$ cat config.mk
export PLATFORM = sky130hd
export DESIGN_NAME = ui_click_decoder
export DESIGN_NICKNAME = d
export VERILOG_FILES = /design/src/rtl/ui_defs.sv /design/src/rtl/ui_hit_map.sv /design/src/rtl/ui_click_decoder.sv
export SDC_FILE = /design/constraint.sdc
export NUM_CORES = 1
export LEC_CHECK = 0
export BUFFER_PORTS_ARGS = -buffer_cell sky130_fd_sc_hd__buf_2
export CAP_MARGIN = 5
export CORE_UTILIZATION = 45
export DETAILED_ROUTE_END_ITERATION = 10
export GPL_ROUTABILITY_DRIVEN = 0
export PLACE_DENSITY = 0.7
export SYNTH_ARGS = -nofsm -noshare
export SYNTH_HDL_FRONTEND = slang
export SYNTH_SLANG_ARGS = --single-unit
$ cat constraint.sdc
create_clock -name clk -period 4 [get_ports clk]
set_input_delay 0 -clock clk [delete_from_list [all_inputs] [get_ports clk]]
set_output_delay 0 -clock clk [all_outputs]
set_load 0.01 [all_outputs]
$ cat src/rtl/ui_defs.sv
// Shared UI constants: game state codes, button codes and the button rectangles that both the
// renderer and the click decoder read, in half-resolution (320x240) coordinates.
package ui_defs;

  // Mouse coordinates are full-res; the UI is laid out at half-res.
  localparam int unsigned UiScale = 1;

  typedef enum logic [3:0] {
    GsTitle    = 4'd0,
    GsStaff    = 4'd1,
    GsStage1   = 4'd2,
    GsSuccess1 = 4'd3,
    GsStage2   = 4'd4,
    GsSuccess2 = 4'd5,
    GsStage3   = 4'd6,
    GsSuccess3 = 4'd7,
    GsFail     = 4'd8,
    GsHelp     = 4'd9
  } game_state_e;

  typedef enum logic [2:0] {
    BtnNone   = 3'd0,
    BtnStage1 = 3'd1,
    BtnStage2 = 3'd2,
    BtnStage3 = 3'd3,
    BtnHelp   = 3'd4,
    BtnNext   = 3'd5,
    BtnBack   = 3'd6,
    BtnRetry  = 3'd7
  } btn_code_e;

  typedef enum logic [1:0] {
    StIdle,
    StArmed,
    StDead,
    StHoldoff
  } click_st_e;

  // Every button shares one column and one height.
  localparam logic [9:0] BtnX0 = 10'd120;
  localparam logic [9:0] BtnX1 = 10'd200;
  localparam logic [9:0] BtnH  = 10'd20;

  localparam logic [9:0] RowTitleStage1Y = 10'd120;
  localparam logic [9:0] RowTitleStage2Y = 10'd150;
  localparam logic [9:0] RowTitleStage3Y = 10'd180;
  localparam logic [9:0] RowTitleHelpY   = 10'd210;
  localparam logic [9:0] RowSuccNextY    = 10'd140;
  localparam logic [9:0] RowSuccBackY    = 10'd180;
  localparam logic [9:0] RowLastNextY    = 10'd150;
  localparam logic [9:0] RowFailRetryY   = 10'd140;
  localparam logic [9:0] RowFailBackY    = 10'd180;
  localparam logic [9:0] RowStaffBackY   = 10'd180;
  localparam logic [9:0] RowHelpBackY    = 10'd200;

  function automatic logic in_span(logic [9:0] v, logic [9:0] lo);
    return (v >= lo) && (v < lo + BtnH);
  endfunction

endpackage

$ cat src/rtl/ui_hit_map.sv
// Combinational button hit test: which on-screen button (if any) lies under a full-res cursor
// position for the given game state. Locked stage buttons report no hit.
module ui_hit_map
  import ui_defs::*;
(
  input  logic [3:0] state_i,
  input  logic [9:0] x_i,
  input  logic [9:0] y_i,
  input  logic [3:0] play_valid_i,
  output logic [2:0] btn_o
);

  logic [9:0] hx;
  logic [9:0] hy;
  logic       in_col;

  // Stages 0 and 1 are always playable, so only the upper unlock bits matter here.
  logic unused_pv;
  assign unused_pv = ^play_valid_i[1:0];

  always_comb begin
    hx     = x_i >> UiScale;
    hy     = y_i >> UiScale;
    in_col = (hx >= BtnX0) && (hx < BtnX1);
    btn_o  = BtnNone;
    if (in_col) begin
      case (game_state_e'(state_i))
        GsTitle: begin
          if (in_span(hy, RowTitleStage1Y)) begin
            btn_o = BtnStage1;
          end else if (in_span(hy, RowTitleStage2Y) && play_valid_i[2]) begin
            btn_o = BtnStage2;
          end else if (in_span(hy, RowTitleStage3Y) && play_valid_i[3]) begin
            btn_o = BtnStage3;
          end else if (in_span(hy, RowTitleHelpY)) begin
            btn_o = BtnHelp;
          end
        end
        GsSuccess1, GsSuccess2: begin
          if (in_span(hy, RowSuccNextY)) begin
            btn_o = BtnNext;
          end else if (in_span(hy, RowSuccBackY)) begin
            btn_o = BtnBack;
          end
        end
        GsSuccess3: begin
          if (in_span(hy, RowLastNextY)) begin
            btn_o = BtnNext;
          end
        end
        GsFail: begin
          if (in_span(hy, RowFailRetryY)) begin
            btn_o = BtnRetry;
          end else if (in_span(hy, RowFailBackY)) begin
            btn_o = BtnBack;
          end
        end
        GsStaff: begin
          if (in_span(hy, RowStaffBackY)) begin
            btn_o = BtnBack;
          end
        end
        GsHelp: begin
          if (in_span(hy, RowHelpBackY)) begin
            btn_o = BtnBack;
          end
        end
        default: btn_o = BtnNone;
      endcase
    end
  end

endmodule

$ cat src/rtl/ui_click_decoder.sv
// Turns mouse position and raw left-button level into hover feedback and one-cycle button
// events for the game FSM: input regs, synchronizer, debouncer, click FSM and holdoff timer.
module ui_click_decoder
  import ui_defs::*;
#(
  parameter int unsigned DEB_CYCLES     = 1_000_000,
  parameter int unsigned HOLDOFF_CYCLES = 5_000_000
) (
  input  logic       clk,
  input  logic       rst_n,
  input  logic [3:0] state,
  input  logic [9:0] mouse_x,
  input  logic [9:0] mouse_y,
  input  logic       mouse_left,
  input  logic [3:0] play_valid,
  output logic [2:0] hover_btn,
  output logic [2:0] btn_evt,
  output logic       btn_valid
);

  localparam int unsigned DebW  = $clog2(DEB_CYCLES + 1);
  localparam int unsigned HoldW = $clog2(HOLDOFF_CYCLES + 1);

  // Stage 1 input registers and stage 2 hover register.
  logic [9:0] x_q, y_q;
  logic [3:0] gs_q;
  logic [2:0] hit;
  logic [2:0] hover_q;

  // Synchronizer and debouncer.
  logic            s1_q, s2_q;
  logic [1:0]      vld_q;
  logic            clean_q, clean_d;
  logic            lvl_q, lvl_d;
  logic [DebW-1:0] deb_cnt_q, deb_cnt_d;
  logic            mismatch, flip, press, release_evt;

  // Click FSM and outputs.
  click_st_e        fsm_q, fsm_d;
  logic [2:0]       code_q, code_d;
  logic [2:0]       evt_q, evt_d;
  logic             valid_q, valid_d;
  logic [HoldW-1:0] hold_q, hold_d;
  logic             state_chg;

  ui_hit_map u_hit_map (
    .state_i      (gs_q),
    .x_i          (x_q),
    .y_i          (y_q),
    .play_valid_i (play_valid),
    .btn_o        (hit)
  );

  always_comb begin
    mismatch    = (s2_q != lvl_q);
    flip        = mismatch && (deb_cnt_q == DebW'(DEB_CYCLES - 1));
    deb_cnt_d   = (!mismatch || flip) ? '0 : deb_cnt_q + DebW'(1);
    lvl_d       = lvl_q ^ flip;
    press       = flip && !lvl_q;
    release_evt = flip && lvl_q;
    // A press only counts once a genuine low sample has been seen since reset, so a button
    // held through reset can never produce a click.
    clean_d     = clean_q | (vld_q[1] & ~s2_q);
  end

  always_comb begin
    fsm_d     = fsm_q;
    code_d    = code_q;
    evt_d     = evt_q;
    valid_d   = 1'b0;
    hold_d    = hold_q;
    state_chg = (state != gs_q);
    case (fsm_q)
      StIdle: begin
        if (press) begin
          if (clean_q && (hit != BtnNone)) begin
            fsm_d  = StArmed;
            code_d = hit;
          end else begin
            fsm_d = StDead;
          end
        end
      end
      StArmed: begin
        // Screen change aborts even when the release lands in the same cycle.
        if (state_chg) begin
          fsm_d = StDead;
        end else if (release_evt) begin
          if (hit == code_q) begin
            valid_d = 1'b1;
            evt_d   = code_q;
            hold_d  = '0;
            fsm_d   = StHoldoff;
          end else begin
            fsm_d = StIdle;
          end
        end
      end
      StDead: begin
        if (!lvl_q) begin
          fsm_d = StIdle;
        end
      end
      StHoldoff: begin
        if (hold_q == HoldW'(HOLDOFF_CYCLES - 1)) begin
          fsm_d = lvl_q ? StDead : StIdle;
        end else begin
          hold_d = hold_q + HoldW'(1);
        end
      end
      default: fsm_d = StIdle;
    endcase
  end

  always_ff @(posedge clk) begin
    if (!rst_n) begin
      x_q       <= '0;
      y_q       <= '0;
      gs_q      <= '0;
      hover_q   <= '0;
      s1_q      <= 1'b0;
      s2_q      <= 1'b0;
      vld_q     <= '0;
      clean_q   <= 1'b0;
      lvl_q     <= 1'b0;
      deb_cnt_q <= '0;
      fsm_q     <= StIdle;
      code_q    <= '0;
      evt_q     <= '0;
      valid_q   <= 1'b0;
      hold_q    <= '0;
    end else begin
      x_q       <= mouse_x;
      y_q       <= mouse_y;
      gs_q      <= state;
      hover_q   <= hit;
      s1_q      <= mouse_left;
      s2_q      <= s1_q;
      vld_q     <= {vld_q[0], 1'b1};
      clean_q   <= clean_d;
      lvl_q     <= lvl_d;
      deb_cnt_q <= deb_cnt_d;
      fsm_q     <= fsm_d;
      code_q    <= code_d;
      evt_q     <= evt_d;
      valid_q   <= valid_d;
      hold_q    <= hold_d;
    end
  end

  assign hover_btn = hover_q;
  assign btn_evt   = evt_q;
  assign btn_valid = valid_q;

endmodule

==> results of run 1 <==
## Yosys cell counts (4+ instances only)
cell type	number
sky130_fd_sc_hd__a21oi_1	17
sky130_fd_sc_hd__a31oi_1	17
sky130_fd_sc_hd__and2_1	24
sky130_fd_sc_hd__and3_1	11
sky130_fd_sc_hd__clkbuf_1	13
sky130_fd_sc_hd__dfxtp_1	79
sky130_fd_sc_hd__inv_1	7
sky130_fd_sc_hd__mux2i_1	6
sky130_fd_sc_hd__nand2_1	46
sky130_fd_sc_hd__nand3_1	29
sky130_fd_sc_hd__nand4_1	4
sky130_fd_sc_hd__nor2_1	56
sky130_fd_sc_hd__nor2b_1	6
sky130_fd_sc_hd__nor3_1	11
sky130_fd_sc_hd__nor4b_1	4
sky130_fd_sc_hd__o21ai_0	24
sky130_fd_sc_hd__or3_1	4
sky130_fd_sc_hd__xnor2_1	6
sky130_fd_sc_hd__xor2_1	17
## layer usage
layer / global-route usage / vias up / wire (um)
li1: - / 1699 / -
met1: 0.233 / 1543 / 3790
met2: 0.313 / 60 / 3680
met3: 0.0421 / 12 / 262
met4: 0.0756 / 0 / 109
met5: 0 / - / 0
## cells by family (layout without fill, tap and decap cells)
kind of cell             after synthesis  after routing  synth area share
AND/OR/NAND/NOR                      222            222             0.310
AO/OA/AOI/OAI                         93             93             0.167
flip-flops                            79             79             0.416
buffers and inverters                 26             72            0.0313
XOR/XNOR                              23             23            0.0530
multiplexers                           6              6            0.0158
adder cells (fa/ha/maj)                2              2           0.00658
## per-stage QoR
stage / worst slack, ns / cell area [um^2] / hold WS, ns / util
final: 0.720 / 4390 / 0.164 / 0.534
after global routing: 0.432 / 4390 / 0.174 / 0.534
after CTS: 0.763 / 4390 / 0.147 / 0.534
after detailed placement: 0.778 / 3990 / 0.210 / 0.486
after global placement: 0.854 / 3990 / 0.206 / 0.486
after floorplan: 1.38 / 3800 / 0.0277 / -
## flip-flops by register name (all words and copies together), names as in the netlist, 2 cells and up, named ones only
register and flops:
btn_evt 3, code_q 3, deb_cnt_q 20, fsm_q 2, gs_q 4, hold_q 23
hover_btn 3, vld_q 2, x_q 6, y_q 8
## final cells by class
| cell class | instances | area share |
|---|---|---|
| well taps | 105 | 0.0300 |
| multi-input cells | 346 | 0.479 |
| flip-flops and latches | 79 | 0.361 |
| inverters | 8 | 0.00685 |
| clock inverters | 7 | 0.0185 |
| clock buffers | 9 | 0.0282 |
| repair buffers | 48 | 0.0765 |
## power breakdown
| group | leakage, uW | internal, uW | switching [uW] |
|---|---|---|---|
| Sequential | 0.000643 | 800 | 16.4 |
| Combinational | 0.000780 | 44.4 | 42.2 |
| Clock | 0.0000940 | 296 | 315 |
## final timing paths
kind	from	to	slack [ns]	cells after the start
min	rst_n	vld_q[0]	0.16	1
min reg2reg	vld_q[0]	vld_q[1]	0.45	1
max	gs_q[0]	hold_q[3]	0.72	8
max reg2reg	gs_q[0]	hold_q[3]	0.72	8
## critical path: cells and delay by family, from the launching register on
kind,cells,cell delay (ns)
AO/OA/AOI/OAI,6,1.86
AND/OR/NAND/NOR,2,0.87
flip-flops,1,0.38
==> results by group, run 1 <==
Floorplanning
  – Floorplan die area: 8820 um^2
  – Die height: 93.9 um
  – Die Span X: 93.9 um
  – Initial cell density of the core: 0.463
  – Core region area: 8220 um^2
  – Ports placed on the boundary: 38
  – Count of standard-cell rows: 33

Route
  – Detailed router's first-iteration violation count: 151
  – First-pass iteration count of the detailed router: 4
  – Detailed-route wire length per cell: 13.0 um
  – Total wire length after detailed routing: 7850 um
  – Number of remaining DRC errors: 0
  – Via-per-instance ratio: 5.50
  – Final ANT Viol Nets: 0
  – Number of vias after detailed routing: 3314

Timing
  – Pin slew with the least headroom to its limit: 1.18 ns
  – RSZ-0062 raised after global routing: false
  – Sum of negative setup slack: 0 ns
  – Final setup violation count: 0
  – Tightest slew margin relative to the limit: 0.216
  – Final worst path period share: 0.820
  – Fmax: 305 MHz
  – Endpoints failing hold: 0
  – Shortest period the worst path allows: 3.28 ns
  – Post-route clock skew: 0.0130 ns
  – Slew Viols, Final: 0

Clock tree
  – Num CTS Buffers: 9
  – Clock tree from TritonCTS: done
  – Worst-Skew Late Latency: 0.35 ns
  – Clock transition time at the flip-flop clock pins of the worst setup and hold paths: 0.09 ns
  – Root buf cell: sky130_fd_sc_hd__clkbuf_8
  – Buffer levels on the longest clock path: 2
  – CTS sink cnt: 79
  – Count of hold buffers inserted by post-cts repair: 19
  – H-Tree Level Count: 3
  – Count of cells resized by post-cts repair: 0
  – Setup repair bufs after CTS: 0

Layout
  – Filler cells: 778
  – Post-layout nets: 525
  – Proportion of layout cells with a drive suffix above 1: 0.117
  – Synthesis-to-layout area growth: 15.3%
  – Final antenna diode count: 0
  – Area of combinational cells with multiple inputs: 2100 um^2
  – FF+latch area: 1580 um^2
  – Commonest cells after routing, fill and taps aside: sky130_fd_sc_hd__dfxtp_1, sky130_fd_sc_hd__nor2_1, sky130_fd_sc_hd__nand2_1, sky130_fd_sc_hd__nand3_1, sky130_fd_sc_hd__buf_2
  – Final std cells w/o fill: 602
  – Most common cell after layout, fill and taps aside: sky130_fd_sc_hd__dfxtp_1

Yosys
  – Mean Syn Cell Area: 8.43 um^2
  – Number of warnings issued by yosys: 0
  – Async set-reset flop share out of synthesis: 0
  – Area share of the leading cell type in the synthesized netlist: 0.416
  – Distinct cells, synth: 63
  – Dominant register cell in the synthesized netlist: sky130_fd_sc_hd__dfxtp_1
  – Synth area leaders: sky130_fd_sc_hd__dfxtp_1, sky130_fd_sc_hd__nor2_1, sky130_fd_sc_hd__nand2_1, sky130_fd_sc_hd__and2_1, sky130_fd_sc_hd__xor2_1
  – Syn Nets: 484
  – Synthesized instance count: 451
  – Area of the mapped netlist: 3800 um^2
  – Register area share after synthesis: 0.416
  – Number of enable-type register cells in the synthesized netlist: 0
  – Largest area contributor in the netlist: sky130_fd_sc_hd__dfxtp_1
  – Number of synthesized register bits: 79

Setup path
  – Slowest stage cell on the critical path: sky130_fd_sc_hd__nor4_1
  – Required time of the critical path: 4.20 ns
  – Highest net fanout along the worst path: 23
  – Data arrival time of the worst path: 3.48 ns
  – List of cells traversed by the critical path: nor4_1, nand2_1, o221ai_1, a221oi_2, o21ai_0, o311ai_4, o21ai_4, a311oi_1
  – Sort of element at the start of the critical path: flip-flop
  – CP max stage delay: 0.68 ns
  – Class of the most critical setup path: flip-flop to flip-flop
  – Worst setup EP type: flip-flop

Placement
  – Inst Count DP: 567
  – HPWL reported at the end of detailed placement: 5270 um
  – Buffers on Ports: 29

Run status
  – Result of the run: complete, no violations

Power
  – Design Power: 1510 uW
  – P_leak: 0.00152 uW
  – Max VDD drop: 0.000175 V
  – Power density normalized to cell area: 345 nW/um^2

Hold path
  – Worst hold-check path type: input pin to flip-flop

Global routing
  – Wire length of the first global-routing pass: 13300 um
  – Remaining global-route overflow: 0
  – Pin count of the biggest net entering global routing: 48
  – Number of antenna violations at the first check in global routing: 0
  – Number of global-route vias before repair: 3097
  – GRT Util Overall: 0.188

Run
  – Max-cap violations: 0
(Power assumes the default switching activity.)
==> run 2: changes to the inputs <==
Settings changed: ABC_AREA set to 1, PLACE_DENSITY 0.7 to 0.72.
Clock period 4 ns to 2.65 ns, I/O delays scaled along.
==> results by group, run 2 <==
Route
  – Number of remaining DRC errors: 0
  – Total wire length after detailed routing: 9940 um
  – Detailed-route wire length per cell: 11.4 um
  – Number of vias after detailed routing: 4290
  – First-pass iteration count of the detailed router: 5
  – Final ANT Viol Nets: 0
  – Detailed router's first-iteration violation count: 220
  – Via-per-instance ratio: 4.92

Placement
  – Buffers on Ports: 29
  – Inst Count DP: 832
  – HPWL reported at the end of detailed placement: 6550 um

Timing
  – Fmax: 416 MHz
  – Post-route clock skew: 0.0127 ns
  – Slew Viols, Final: 0
  – Final worst path period share: 0.908
  – Final setup violation count: 0
  – Endpoints failing hold: 0
  – Pin slew with the least headroom to its limit: 0.618 ns
  – Worst hold slack after final layout: 0.0261 ns
  – Shortest period the worst path allows: 2.41 ns
  – Tightest slew margin relative to the limit: 0.584

Clock tree
  – H-Tree Level Count: 3
  – Root buf cell: sky130_fd_sc_hd__clkbuf_8
  – Worst-Skew Late Latency: 0.36 ns
  – CTS sink cnt: 79
  – Clock tree from TritonCTS: done
  – Buffer levels on the longest clock path: 2
  – Clock transition time at the flip-flop clock pins of the worst setup and hold paths: 0.09 ns
  – Num CTS Buffers: 9

Yosys
  – Synthesized-area fraction occupied by xor and xnor cells: 0.0183
  – Register area share after synthesis: 0.367
  – Number of synthesized register bits: 79
  – Dominant combinational cell family by area after synthesis: simple AND/OR/NAND/NOR gates
  – Distinct cells, synth: 38
  – Fraction of the mapped netlist area in adder cells: 0.00581
  – Synth area leaders: sky130_fd_sc_hd__dfxtp_1, sky130_fd_sc_hd__nand2_1, sky130_fd_sc_hd__inv_1, sky130_fd_sc_hd__nor2_1, sky130_fd_sc_hd__nand4_1
  – Area fraction in and, or, nand and nor cells after synthesis: 0.410
  – Area of the mapped netlist: 4310 um^2
  – Synthesized instance count: 683
  – Area share of the leading cell type in the synthesized netlist: 0.367
  – Most repeated cell in the gate-level netlist after synthesis: sky130_fd_sc_hd__nand2_1
  – Async set-reset flop share out of synthesis: 0
  – Largest area contributor in the netlist: sky130_fd_sc_hd__dfxtp_1
  – Number of warnings issued by yosys: 0
  – Mean Syn Cell Area: 6.31 um^2
  – Dominant register cell in the synthesized netlist: sky130_fd_sc_hd__dfxtp_1
  – Compound-cell area share of the yosys netlist: 0.0691
  – Portion of netlist area occupied by mux cells: 0
  – Number of enable-type register cells in the synthesized netlist: 0
  – Most common library cells after synthesis: sky130_fd_sc_hd__nand2_1, sky130_fd_sc_hd__inv_1, sky130_fd_sc_hd__nor2_1, sky130_fd_sc_hd__dfxtp_1, sky130_fd_sc_hd__nand3_1
  – Syn Nets: 716

Setup path
  – Class of the most critical setup path: flip-flop to flip-flop
  – List of cells traversed by the critical path: inv_1, nand2_1, nor2_1, nand2_1, o21bai_1, nand2_1, inv_2, nand2_1, nand3_1, nand2_1, nand3_1, o21bai_4, buf_4, nand3_4, nand2_1, inv_1, nor2_1
  – Most repeated library cell on the critical path: sky130_fd_sc_hd__nand2_1
  – Sort of element at the start of the critical path: flip-flop
  – Data arrival time of the worst path: 2.70 ns
  – CP max stage delay: 0.36 ns
  – Setup crit start: y_q[9]
  – Highest net fanout along the worst path: 11
  – Required time of the critical path: 2.94 ns
  – Capturing instance or port of the critical path: hold_q[1]
  – RR Startpoint: y_q[9]
  – Worst setup EP type: flip-flop
  – Register-to-Register Path Depth: 17
  – Worst r2r dst: hold_q[1]
  – Slowest stage cell on the critical path: sky130_fd_sc_hd__dfxtp_1
  – Setup slack of the most critical reg-to-reg path: 0.24 ns

Global routing
  – Pin count of the biggest net entering global routing: 54
  – Remaining global-route overflow: 0
  – Number of global-route vias before repair: 3953
  – Number of antenna violations at the first check in global routing: 0
  – Wire length of the first global-routing pass: 16500 um
  – GRT Util Overall: 0.203

Run status
  – Result of the run: complete, no violations

Layout
  – Filler cells: 895
  – Commonest cells after routing, fill and taps aside: sky130_fd_sc_hd__nand2_1, sky130_fd_sc_hd__inv_1, sky130_fd_sc_hd__nor2_1, sky130_fd_sc_hd__dfxtp_1, sky130_fd_sc_hd__nand3_1
  – Most flops, register: hold_q
  – Post-layout nets: 771
  – Regs by FF count: hold_q (23), deb_cnt_q (20), y_q (8)
  – Largest register FFs: 23
  – Proportion of layout cells with a drive suffix above 1: 0.112
  – Synthesis-to-layout area growth: 17.8%
  – Most common cell after layout, fill and taps aside: sky130_fd_sc_hd__nand2_1
  – Final std cells w/o fill: 872
  – Final antenna diode count: 0

Hold path
  – Worst hold-check path type: input pin to flip-flop
  – Number of stages on the worst hold path: 3

Floorplanning
  – Count of standard-cell rows: 35
  – Die height: 99.8 um
  – Initial cell density of the core: 0.466
  – Ports placed on the boundary: 38
  – Die Span X: 99.8 um
  – Floorplan die area: 9970 um^2
  – Core region area: 9240 um^2

Power
  – P_leak: 0.00229 uW
  – Power density normalized to cell area: 466 nW/um^2
  – Max VDD drop: 0.000301 V

Run
  – Max-cap violations: 0
-- run 2: cell count changes after synthesis, moves of 7 or more --
cell                      previous run  this run
sky130_fd_sc_hd__inv_1               7       118
sky130_fd_sc_hd__nor2_1             56        84
sky130_fd_sc_hd__a31oi_1            17         1
sky130_fd_sc_hd__o21ai_0            24        14
sky130_fd_sc_hd__nand2_1            46       193
sky130_fd_sc_hd__xor2_1             17         8
sky130_fd_sc_hd__nand4_1             4        35
sky130_fd_sc_hd__and3_1             11         0
sky130_fd_sc_hd__nor3_1             11        22
sky130_fd_sc_hd__nor4_1              1         8
sky130_fd_sc_hd__and2_1             24         0
sky130_fd_sc_hd__nand3_1            29        37
-- run 2: logic make-up after synthesis --
group,after synthesis
buf+inv,143
xor+xnor,9
fa+ha+maj,2
compound gates,51
simple gates,399
flops,79
-- run 2: cell type report --
class	instances	area [um^2]	area share
multi-input cells	463	2210	0.435
flip-flops and latches	79	1580	0.312
inverters	126	473	0.0932
repair buffers	59	429	0.0846
well taps	129	161	0.0318
clock buffers	10	128	0.0251
clock inverters	6	93.8	0.0185
-- run 2: worst min path at each step --
stage          endpoint  slack [ns]       start
2_1_floorplan  vld_q[0]        0.03       rst_n
3_5_place_dp     y_q[5]        0.18  mouse_y[5]
4_1_cts         clean_q        0.03       rst_n
3_3_place_gp       s1_q        0.18  mouse_left
6_report        clean_q        0.03       rst_n
5_1_grt         clean_q        0.05       rst_n
-- run 2: metal layers --
metal  routed length [um]  vias up  GRT usage
met4                  196        0     0.0928
met5                    0        -          0
met1                 4420     1921      0.239
li1                     -     2263          -
met2                 4890       89      0.361
met3                  433       17     0.0320
-- run 2: repair_timing --
item / CTS / global route
hold endpoints to repair: 19 / 0
endpoints found under the setup margin: 0 / 23
resized for setup: 0 / 8
hold buffers: 19 / 0
setup buffers: 0 / 3
-- run 2: worst max-delay path: cells and delay by family (launching register included) --
family / cells / cell delay [ns]
simple gates: 11 / 1.19
flops: 1 / 0.36
compound gates: 2 / 0.45
buf+inv: 4 / 0.35
-- run 2: power breakdown --
part           leakage, uW  internal, uW  switching [uW]  total (uW)
Combinational      0.00154          65.0            83.9         149
Sequential        0.000643          1210            15.7        1220
Clock             0.000107           537             458         995
Total              0.00229          1810             558        2370
-- run 2: per-stage QoR --
step	setup TNS (ns)	util	power (uW)	cell area, um^2	worst slack (ns)
finish	0	0.549	2370	5070	0.244
global route	-0.0302	0.549	2470	5070	-0.0110
CTS	0	0.541	2390	5000	0.210
detailed placement	0	0.497	1370	4590	0.243
global placement	0	0.497	1370	4590	0.290
floorplan	0	-	1330	4310	0.561
==> run 3: changes to the inputs <==
Settings changed: ABC_AREA 1 to not set, CORE_ASPECT_RATIO set to 2, CORE_MARGIN set to 2, PLACE_DENSITY 0.72 to 0.73.
==> results by group, run 3 (synthesis results as in run 1) <==
Layout
  – Filler cells: 721
  – Largest register FFs: 23
  – Cell area after layout: 4850 um^2
  – Final core area utilization: 0.589
  – Post-layout nets: 560
  – Final antenna diode count: 0
  – Synthesis-to-layout area growth: 27.5%
  – Most flops, register: hold_q
  – Proportion of layout cells with a drive suffix above 1: 0.213
  – Regs by FF count: hold_q (23), deb_cnt_q (20), y_q (8)
  – Final std cells w/o fill: 629
  – Most common cell after layout, fill and taps aside: sky130_fd_sc_hd__dfxtp_1
  – Commonest cells after routing, fill and taps aside: sky130_fd_sc_hd__dfxtp_1, sky130_fd_sc_hd__nor2_1, sky130_fd_sc_hd__nand2_1, sky130_fd_sc_hd__buf_4

Floorplanning
  – Ports placed on the boundary: 38
  – Die Span X: 69 um
  – Count of standard-cell rows: 47
  – Initial cell density of the core: 0.462
  – Core region area: 8230 um^2
  – Die height: 134 um
  – Floorplan die area: 9250 um^2

Global routing
  – Wire length of the first global-routing pass: 15900 um
  – Pin count of the biggest net entering global routing: 36
  – Remaining global-route overflow: 0
  – GRT Util Overall: 0.214
  – Number of antenna violations at the first check in global routing: 0
  – Number of global-route vias before repair: 3508

Run status
  – Result of the run: finished, violations left
  – Violated checks: negative setup slack

Clock tree
  – Clock tree from TritonCTS: done
  – Worst-Skew Late Latency: 0.34 ns
  – H-Tree Level Count: 3
  – Num CTS Buffers: 9
  – Root buf cell: sky130_fd_sc_hd__clkbuf_16
  – Clock transition time at the flip-flop clock pins of the worst setup and hold paths: 0.06 ns
  – Buffer levels on the longest clock path: 2
  – CTS sink cnt: 79

Run
  – Max-cap violations: 0

Setup path
  – Slowest stage cell on the critical path: sky130_fd_sc_hd__o311ai_4
  – Data arrival time of the worst path: 2.94 ns
  – Class of the most critical setup path: flip-flop to flip-flop
  – CP max stage delay: 0.33 ns
  – Required time of the critical path: 2.90 ns
  – List of cells traversed by the critical path: buf_4, a21o_1, a21oi_4, nor4b_2, buf_4, nor4_4, buf_4, nor3b_1, buf_4, o311ai_4, o21ai_4, buf_12, a311oi_1
  – Worst Path Buf+Inv: 5
  – Worst setup EP type: flip-flop
  – Sort of element at the start of the critical path: flip-flop
  – Most repeated library cell on the critical path: sky130_fd_sc_hd__buf_4
  – Cell type group with the largest total delay on the critical path: compound AO/OA/AOI/OAI gates
  – Highest net fanout along the worst path: 23

Timing
  – Post-route clock skew: 0.00789 ns
  – Pin slew with the least headroom to its limit: 0.569 ns
  – Slew Viols, Final: 0
  – Setup slack of the critical path after layout: -0.0359 ns
  – Endpoints failing hold: 0
  – Final setup violation count: 17
  – Final worst path period share: 1.01
  – Tightest slew margin relative to the limit: 0.620
  – Fmax: 372 MHz
  – Shortest period the worst path allows: 2.69 ns
  – RSZ-0062 raised after global routing: true
  – Worst hold slack after final layout: 0.372 ns

Route
  – Final ANT Viol Nets: 0
  – First-pass iteration count of the detailed router: 4
  – Total wire length after detailed routing: 9870 um
  – Detailed router's first-iteration violation count: 221
  – Via-per-instance ratio: 5.74
  – Number of remaining DRC errors: 0
  – Detailed-route wire length per cell: 15.7 um
  – Number of vias after detailed routing: 3609

Hold path
  – Worst hold-check path type: input pin to flip-flop

Placement
  – HPWL reported at the end of detailed placement: 6730 um
  – Total cell area at the placement stage: 4240 um^2
  – Inst Count DP: 593
  – Buffers on Ports: 29

Power
  – Power density normalized to cell area: 530 nW/um^2
  – Max VDD drop: 0.000342 V
  – P_leak: 0.00177 uW
  – Design Power: 2570 uW
==> run 3: changes by cell type in the layout (fill, tap and decap cells not counted), sizes merged, moves of 16 or more <==
cell   change
nand2    -150
a31oi     +16
nor2      -33
nand4     -31
inv      -117
and2      +25
buf       +23
==> run 3: path summary, 6_finish.rpt <==
| path | slack [ns] | cells after the start | from | endpoint |
|---|---|---|---|---|
| worst min-delay path | 0.37 | 6 | play_valid[3] | hover_btn[0] |
| worst max-delay path | -0.04 | 13 | y_q[2] | hold_q[3] |
| worst max register to register | -0.04 | 13 | y_q[2] | hold_q[3] |
| worst min register to register | 0.43 | 1 | vld_q[0] | vld_q[1] |
==> run 3: per-layer routing <==
layer	GRT usage	up-vias	wire [um]
met1	0.210	1723	3740
met5	0	-	0
li1	-	1772	-
met3	0.0421	27	332
met2	0.407	87	5390
met4	0.120	0	414
==> run 3: stage by stage <==
step / setup TNS, ns / worst slack (ns)
2_1_floorplan: 0 / 0.0298
3_3_place_gp: 0 / 0.00895
3_5_place_dp: -0.273 / -0.0817
4_1_cts: -0.0153 / -0.00997
5_1_grt: -3.09 / -0.152
6_report: -0.227 / -0.0359
==> run 3: worst reg2reg max path, cell delays in order (launching register included) <==
cell and delay, ns:
sky130_fd_sc_hd__dfxtp_1 0.31, sky130_fd_sc_hd__buf_4 0.14, sky130_fd_sc_hd__a21o_1 0.19, sky130_fd_sc_hd__a21oi_4 0.20, sky130_fd_sc_hd__nor4b_2 0.08, sky130_fd_sc_hd__buf_4 0.16
sky130_fd_sc_hd__nor4_4 0.30, sky130_fd_sc_hd__buf_4 0.17, sky130_fd_sc_hd__nor3b_1 0.04, sky130_fd_sc_hd__buf_4 0.15, sky130_fd_sc_hd__o311ai_4 0.33, sky130_fd_sc_hd__o21ai_4 0.11
sky130_fd_sc_hd__buf_12 0.17, sky130_fd_sc_hd__a311oi_1 0.26
==> run 3: what timing repair did <==
item / 4_1_cts / 5_1_grt
endpoints found under the setup margin: 26 / 31
cloned: 0 / 0
endpoints found under the hold margin: 21 / 0
resized for setup: 20 / 11
pin swaps: 5 / 2
hold buffers: 20 / 0
setup buffers: 0 / 1
==> run 3: area by class of cell <==
class	count	area (um^2)	share of cell area
Clock buffer	11	243	0.0501
Clock inverter	4	31.3	0.00645
Inverter	8	30.0	0.00619
Multi-Input combinational cell	346	2220	0.458
Sequential cell	79	1590	0.328
Tap cell	98	123	0.0253
Timing Repair Buffer	83	613	0.126
==> run 3: where the power goes <==
| part | switching, uW | leakage (uW) | internal (uW) |
|---|---|---|---|
| clock | 497 | 0.000136 | 660 |
| combinational | 91.1 | 0.000992 | 91.1 |
| sequential | 23.0 | 0.000644 | 1210 |
| total | 611 | 0.00177 | 1960 |
